$ cat config.mk
export PLATFORM = sky130hd
export DESIGN_NAME = io_mmio_ctrl
export DESIGN_NICKNAME = d
export VERILOG_FILES = /design/src/rtl/io_mmio_ctrl.sv
export SDC_FILE = /design/constraint.sdc
export NUM_CORES = 1
export LEC_CHECK = 0
export ABC_AREA = 1
export BUFFER_PORTS_ARGS = -buffer_cell sky130_fd_sc_hd__buf_2
export CORE_MARGIN = 5
export CORE_UTILIZATION = 35
export CTS_CLUSTER_SIZE = 14
export DETAILED_ROUTE_END_ITERATION = 16
export HOLD_SLACK_MARGIN = 0.08
export PLACE_DENSITY = 0.54
export SYNTH_ARGS = -nofsm -noshare
export SYNTH_HDL_FRONTEND = slang
export SYNTH_SLANG_ARGS = --single-unit
export TNS_END_PERCENT = 5
$ cat constraint.sdc
create_clock -name i_clk -period 1.72 [get_ports i_clk]
set_clock_uncertainty 0.15 [all_clocks]
set_input_delay 0.344 -clock i_clk [delete_from_list [all_inputs] [get_ports i_clk]]
set_output_delay 0.344 -clock i_clk [all_outputs]
set_load 0.02 [all_outputs]
$ cat src/rtl/io_mmio_ctrl.sv
// MMIO controller for the 0x8000_0000 IO region: cycle/instruction counters,
// UART RX/TX handshakes and TX holding register, with 1-cycle registered reads.
module io_mmio_ctrl #(
    parameter int WIDTH = 32
) (
    input  logic             i_clk,
    input  logic             i_rst,
    input  logic [WIDTH-1:0] i_addr,
    input  logic [WIDTH-1:0] i_wdata,
    input  logic             i_mem_we,
    input  logic             i_mem_re,
    input  logic             i_instr_retire,
    input  logic [7:0]       i_uart_rx_data_out,
    input  logic             i_uart_rx_data_out_valid,
    output logic             o_uart_rx_data_out_ready,
    output logic [7:0]       o_uart_tx_data_in,
    output logic             o_uart_tx_data_in_valid,
    input  logic             i_uart_tx_data_in_ready,
    output logic             o_uart_rx_valid,
    output logic             o_uart_tx_ready,
    output logic [7:0]       o_uart_rx_out,
    output logic [WIDTH-1:0] o_cyc_ctr,
    output logic [WIDTH-1:0] o_instr_ctr
);

    localparam logic [2:0] OFF_CTRL  = 3'd0;
    localparam logic [2:0] OFF_RX    = 3'd1;
    localparam logic [2:0] OFF_TX    = 3'd2;
    localparam logic [2:0] OFF_CYC   = 3'd4;
    localparam logic [2:0] OFF_INSTR = 3'd5;
    localparam logic [2:0] OFF_CRST  = 3'd6;

    typedef enum logic {
        TX_IDLE = 1'b0,
        TX_FULL = 1'b1
    } tx_state_t;

    tx_state_t        r_tx_state;
    tx_state_t        w_tx_state_nxt;
    logic             w_tx_load;
    logic [7:0]       r_tx_data;
    logic [WIDTH-1:0] r_cyc_cnt;
    logic [WIDTH-1:0] r_instr_cnt;

    logic             w_io;
    logic [2:0]       w_off;
    logic             w_wr_tx;
    logic             w_wr_crst;
    logic             w_rd_cap;
    logic             w_tx_status;

    assign w_io      = (i_addr[WIDTH-1:WIDTH-2] == 2'b10);
    assign w_off     = i_addr[4:2];
    assign w_wr_tx   = i_mem_we && w_io && (w_off == OFF_TX);
    assign w_wr_crst = i_mem_we && w_io && (w_off == OFF_CRST);

    // Unmapped and write-only offsets leave the read registers untouched.
    assign w_rd_cap  = i_mem_re && w_io &&
                       ((w_off == OFF_CTRL) || (w_off == OFF_RX) ||
                        (w_off == OFF_CYC)  || (w_off == OFF_INSTR));

    assign o_uart_rx_data_out_ready = i_mem_re && w_io && (w_off == OFF_RX) &&
                                      i_uart_rx_data_out_valid;

    assign w_tx_status             = (r_tx_state == TX_IDLE) && i_uart_tx_data_in_ready;
    assign o_uart_tx_data_in_valid = (r_tx_state == TX_FULL);
    assign o_uart_tx_data_in       = r_tx_data;

    always_ff @(posedge i_clk) begin
        if (i_rst) begin
            r_cyc_cnt   <= '0;
            r_instr_cnt <= '0;
        end else if (w_wr_crst) begin
            r_cyc_cnt   <= '0;
            r_instr_cnt <= '0;
        end else begin
            r_cyc_cnt <= r_cyc_cnt + WIDTH'(1);
            if (i_instr_retire) begin
                r_instr_cnt <= r_instr_cnt + WIDTH'(1);
            end
        end
    end

    always_ff @(posedge i_clk) begin
        if (i_rst) begin
            o_cyc_ctr       <= '0;
            o_instr_ctr     <= '0;
            o_uart_rx_valid <= 1'b0;
            o_uart_tx_ready <= 1'b0;
            o_uart_rx_out   <= 8'h00;
        end else if (w_rd_cap) begin
            o_cyc_ctr       <= r_cyc_cnt;
            o_instr_ctr     <= r_instr_cnt;
            o_uart_rx_valid <= i_uart_rx_data_out_valid;
            o_uart_tx_ready <= w_tx_status;
            o_uart_rx_out   <= i_uart_rx_data_out;
        end
    end

    always_ff @(posedge i_clk) begin
        if (i_rst) begin
            r_tx_state <= TX_IDLE;
            r_tx_data  <= 8'h00;
        end else begin
            r_tx_state <= w_tx_state_nxt;
            if (w_tx_load) begin
                r_tx_data <= i_wdata[7:0];
            end
        end
    end

    // A store that arrives while FULL, even on the accept cycle, is dropped.
    always_comb begin
        w_tx_state_nxt = r_tx_state;
        w_tx_load      = 1'b0;
        case (r_tx_state)
            TX_IDLE: begin
                if (w_wr_tx) begin
                    w_tx_state_nxt = TX_FULL;
                    w_tx_load      = 1'b1;
                end
            end
            TX_FULL: begin
                if (i_uart_tx_data_in_ready) begin
                    w_tx_state_nxt = TX_IDLE;
                end
            end
            default: w_tx_state_nxt = TX_IDLE;
        endcase
    end

endmodule

==> flow_summary.ini <==
[drt]
drt-initial-drc-count = 386
ant_nets = 0
drt-total-wl_um = 17100
avgRoutedWirePerCell_um = 13.4
vias = 6051
drc = 0
drt-vias-per-instance = 4.72
first_pass_iters = 5

[cts]
insertion_delay_ns = 0.42
clock_sinks = 147
clockBufferDepth = 2
path_clk_slew_ns = 0.06
htreeDepth = 4
cts_inserted_buffers = 17
cts_tree = done
cts_root_buffer = clkbuf_16

[critical_path]
cp_slowest_stage_delay_ns = 0.37
crit_type = register to register
cp.required_ns = 1.93
cp_max_fo = 7
slowest_stage = dfxtp_4
crit_chain = ha_2 -> inv_1 -> nor2_1 -> nand3_1 -> nor2_4 -> nand2_2 -> o21bai_2 -> nand2_1 -> nor2_1
start_kind = register
timing.rr.start = r_instr_cnt[1]$_SDFFE_PP0P_
crit_start = r_instr_cnt[1]$_SDFFE_PP0P_
critPathCaptureType = register
cp.arrival_ns = 1.86
reg2reg_slack_ns = 0.07
crit_top_cell = nor2_1

[sta]
layout_min_cycle_time_ns = 1.65
fin_setup_tns_ns = 0
rsz0062_at_grt = true
finalHoldViolations = 0
slew_headroom = 0.716
tightestPinTransition_ns = 0.423
finalSetupViolations = 0
drv_slew = 0
clock.fmax_mhz = 606
fin_crit_sh = 0.959

[global_routing]
grt_max_degree = 82
track_usage = 0.166
overflow = 0
grt_pass1_wl_um = 27500
antenna_found_initial = 0
grt_pass1_vias = 5499

[synthesis]
ys_ff_latch = 147
yosysUniqueCellTypes = 29
synth_area_mm2 = 0.00628
synth_fp_nets = 967
syn_inst = 886
syn_area_per_cell_um2 = 7.09
ys_seq_area_frac = 0.468
synth_top_cell_by_area = dfxtp_1
ys_warn_count = 0
synth_top_area_frac = 0.468
synth_area_leaders = dfxtp_1 (47%), nor2_1 (10%), nand2_1 (9.2%)

[power_and_ir_drop]
vdd_drop_max_mv = 0.659
power_mw = 7.73
power.leakage_nw = 3.23
powerDensity_mw_per_mm2 = 946

[die]
dieWidth_um = 144
row_count = 49
io_pins = 163
start_util = 0.352
core_mm2 = 0.0178
fp.dieH_um = 144
die_area_mm2 = 0.0207

[placement]
routabilityCongestion = 0.870
placedCellCount = 1230
portBuffers = 111
dp_hpwl_um = 12400

[finish]
fillers = 1846
diodes = 0
nets = 1122
syn_to_final_growth_pct = 30.0
drive_above_1_share = 0.211
final_cells = 1283

[hold_path]
hp-class = register to register
min_from = o_uart_tx_ready$_SDFFE_PP0P_

[status]
status = completed

[job]
drv_cap = 0
==> repair_timing <==
| action | in CTS | in global routing |
|---|---|---|
| pin swaps | 1 | 4 |
| endpoints found under the hold margin | 20 | 0 |
| setup buffers | 0 | 1 |
| gates resized for setup | 1 | 26 |
| hold buffers | 20 | 0 |
| endpoints found under the setup margin | 1 | 31 |
==> worst max-delay path, delay by kind of cell, from the launching register on <==
family,cells,cell delay (ns)
buffers and inverters,1,0.06
flip-flops,1,0.37
AND/OR/NAND/NOR,6,0.71
AO/OA/AOI/OAI,1,0.11
adder cells (fa/ha/maj),1,0.19
==> cells in the final DEF (no fill, tap or decap), types with 8 or more instances in the layout <==
master,count
buf_4,27
nand2_2,8
nand4_1,18
clkbuf_16,17
buf_2,110
dfxtp_1,144
nand3_1,39
nor2_2,15
a21oi_1,81
nor2_4,9
o21ai_0,94
nor2_1,160
inv_1,84
dlygate4sd3_1,20
nand2_1,152
nor3_1,16
==> where the power goes <==
part	total [mW]	internal, mW	switching (mW)
combinational	0.474	0.188	0.286
sequential	3.52	3.48	0.0375
clock	3.74	2.28	1.46
total	7.73	5.95	1.78
==> layout make-up <==
type / instances / area (µm²) / share of cell area
flip-flops and latches: 147 / 2950 / 0.361
clock inverters: 12 / 159 / 0.0194
repair buffers: 164 / 1080 / 0.133
multi-input cells: 620 / 2910 / 0.356
inverters: 91 / 343 / 0.0420
well taps: 229 / 287 / 0.0351
clock buffers: 20 / 437 / 0.0534
==> per-layer routing <==
layer  wire [µm]  share of wire  vias up  GRT usage
met5           0              0        -          0
met4         220          0.013        0     0.0535
met3         943          0.055       13     0.0337
met2        7030           0.41      145      0.238
met1        8950           0.52     2713      0.249
li1            -              -     3180          -
==> synthesized netlist by cell type (all sizes together) <==
cell    number
or2          5
o21bai       1
ha           2
inv         90
buf         17
nand4       18
xnor2        2
nand2      160
and3         1
dfxtp      147
clkbuf      11
a21oi       82
nand3       40
a31oi        1
nor3        19
nand3b       2
xor2         6
nor2       184
clkinv       1
o21ai       97
==> state kept, by name, summed over array words and instances, names as in the netlist <==
signal                   cells
o_cyc_ctr                   32
r_cyc_cnt                   32
r_instr_cnt                 32
o_uart_rx_valid              1
o_uart_tx_data_in            8
o_uart_tx_data_in_valid      1
o_uart_tx_ready              1
o_uart_rx_out                8
o_instr_ctr                 32
==> cell families after synthesis <==
group	share of synthesized area
AND/OR/NAND/NOR	0.295
AO/OA/AOI/OAI	0.145
flip-flops	0.468
buffers and inverters	0.0765
XOR/XNOR	0.0112
adder cells (fa/ha/maj)	0.00398
==> final timing paths <==
| path | endpoint | cells past startpoint |
|---|---|---|
| setup / recovery | r_instr_cnt[24]$_SDFFE_PP0P_ | 9 |
| hold / removal | o_uart_tx_ready$_SDFFE_PP0P_ | 2 |
| setup reg to reg | r_instr_cnt[24]$_SDFFE_PP0P_ | 9 |
| hold reg to reg | o_uart_tx_ready$_SDFFE_PP0P_ | 2 |
==> stage by stage <==
| stage | cell area (µm²) | worst slack [ns] | hold slack, ns | utilization |
|---|---|---|---|---|
| final | 8170 | 0.0703 | 0.311 | 0.458 |
| after global routing | 8170 | -0.0605 | 0.346 | 0.458 |
| after CTS | 8100 | 0.0190 | 0.307 | 0.454 |
| after detailed placement | 7300 | 0.0130 | 0.302 | 0.409 |
| after global placement | 7300 | 0.0173 | 0.301 | 0.409 |
| after floorplan | 6280 | 0.107 | 0.263 | - |
Power figures use the tool's default switching activity.
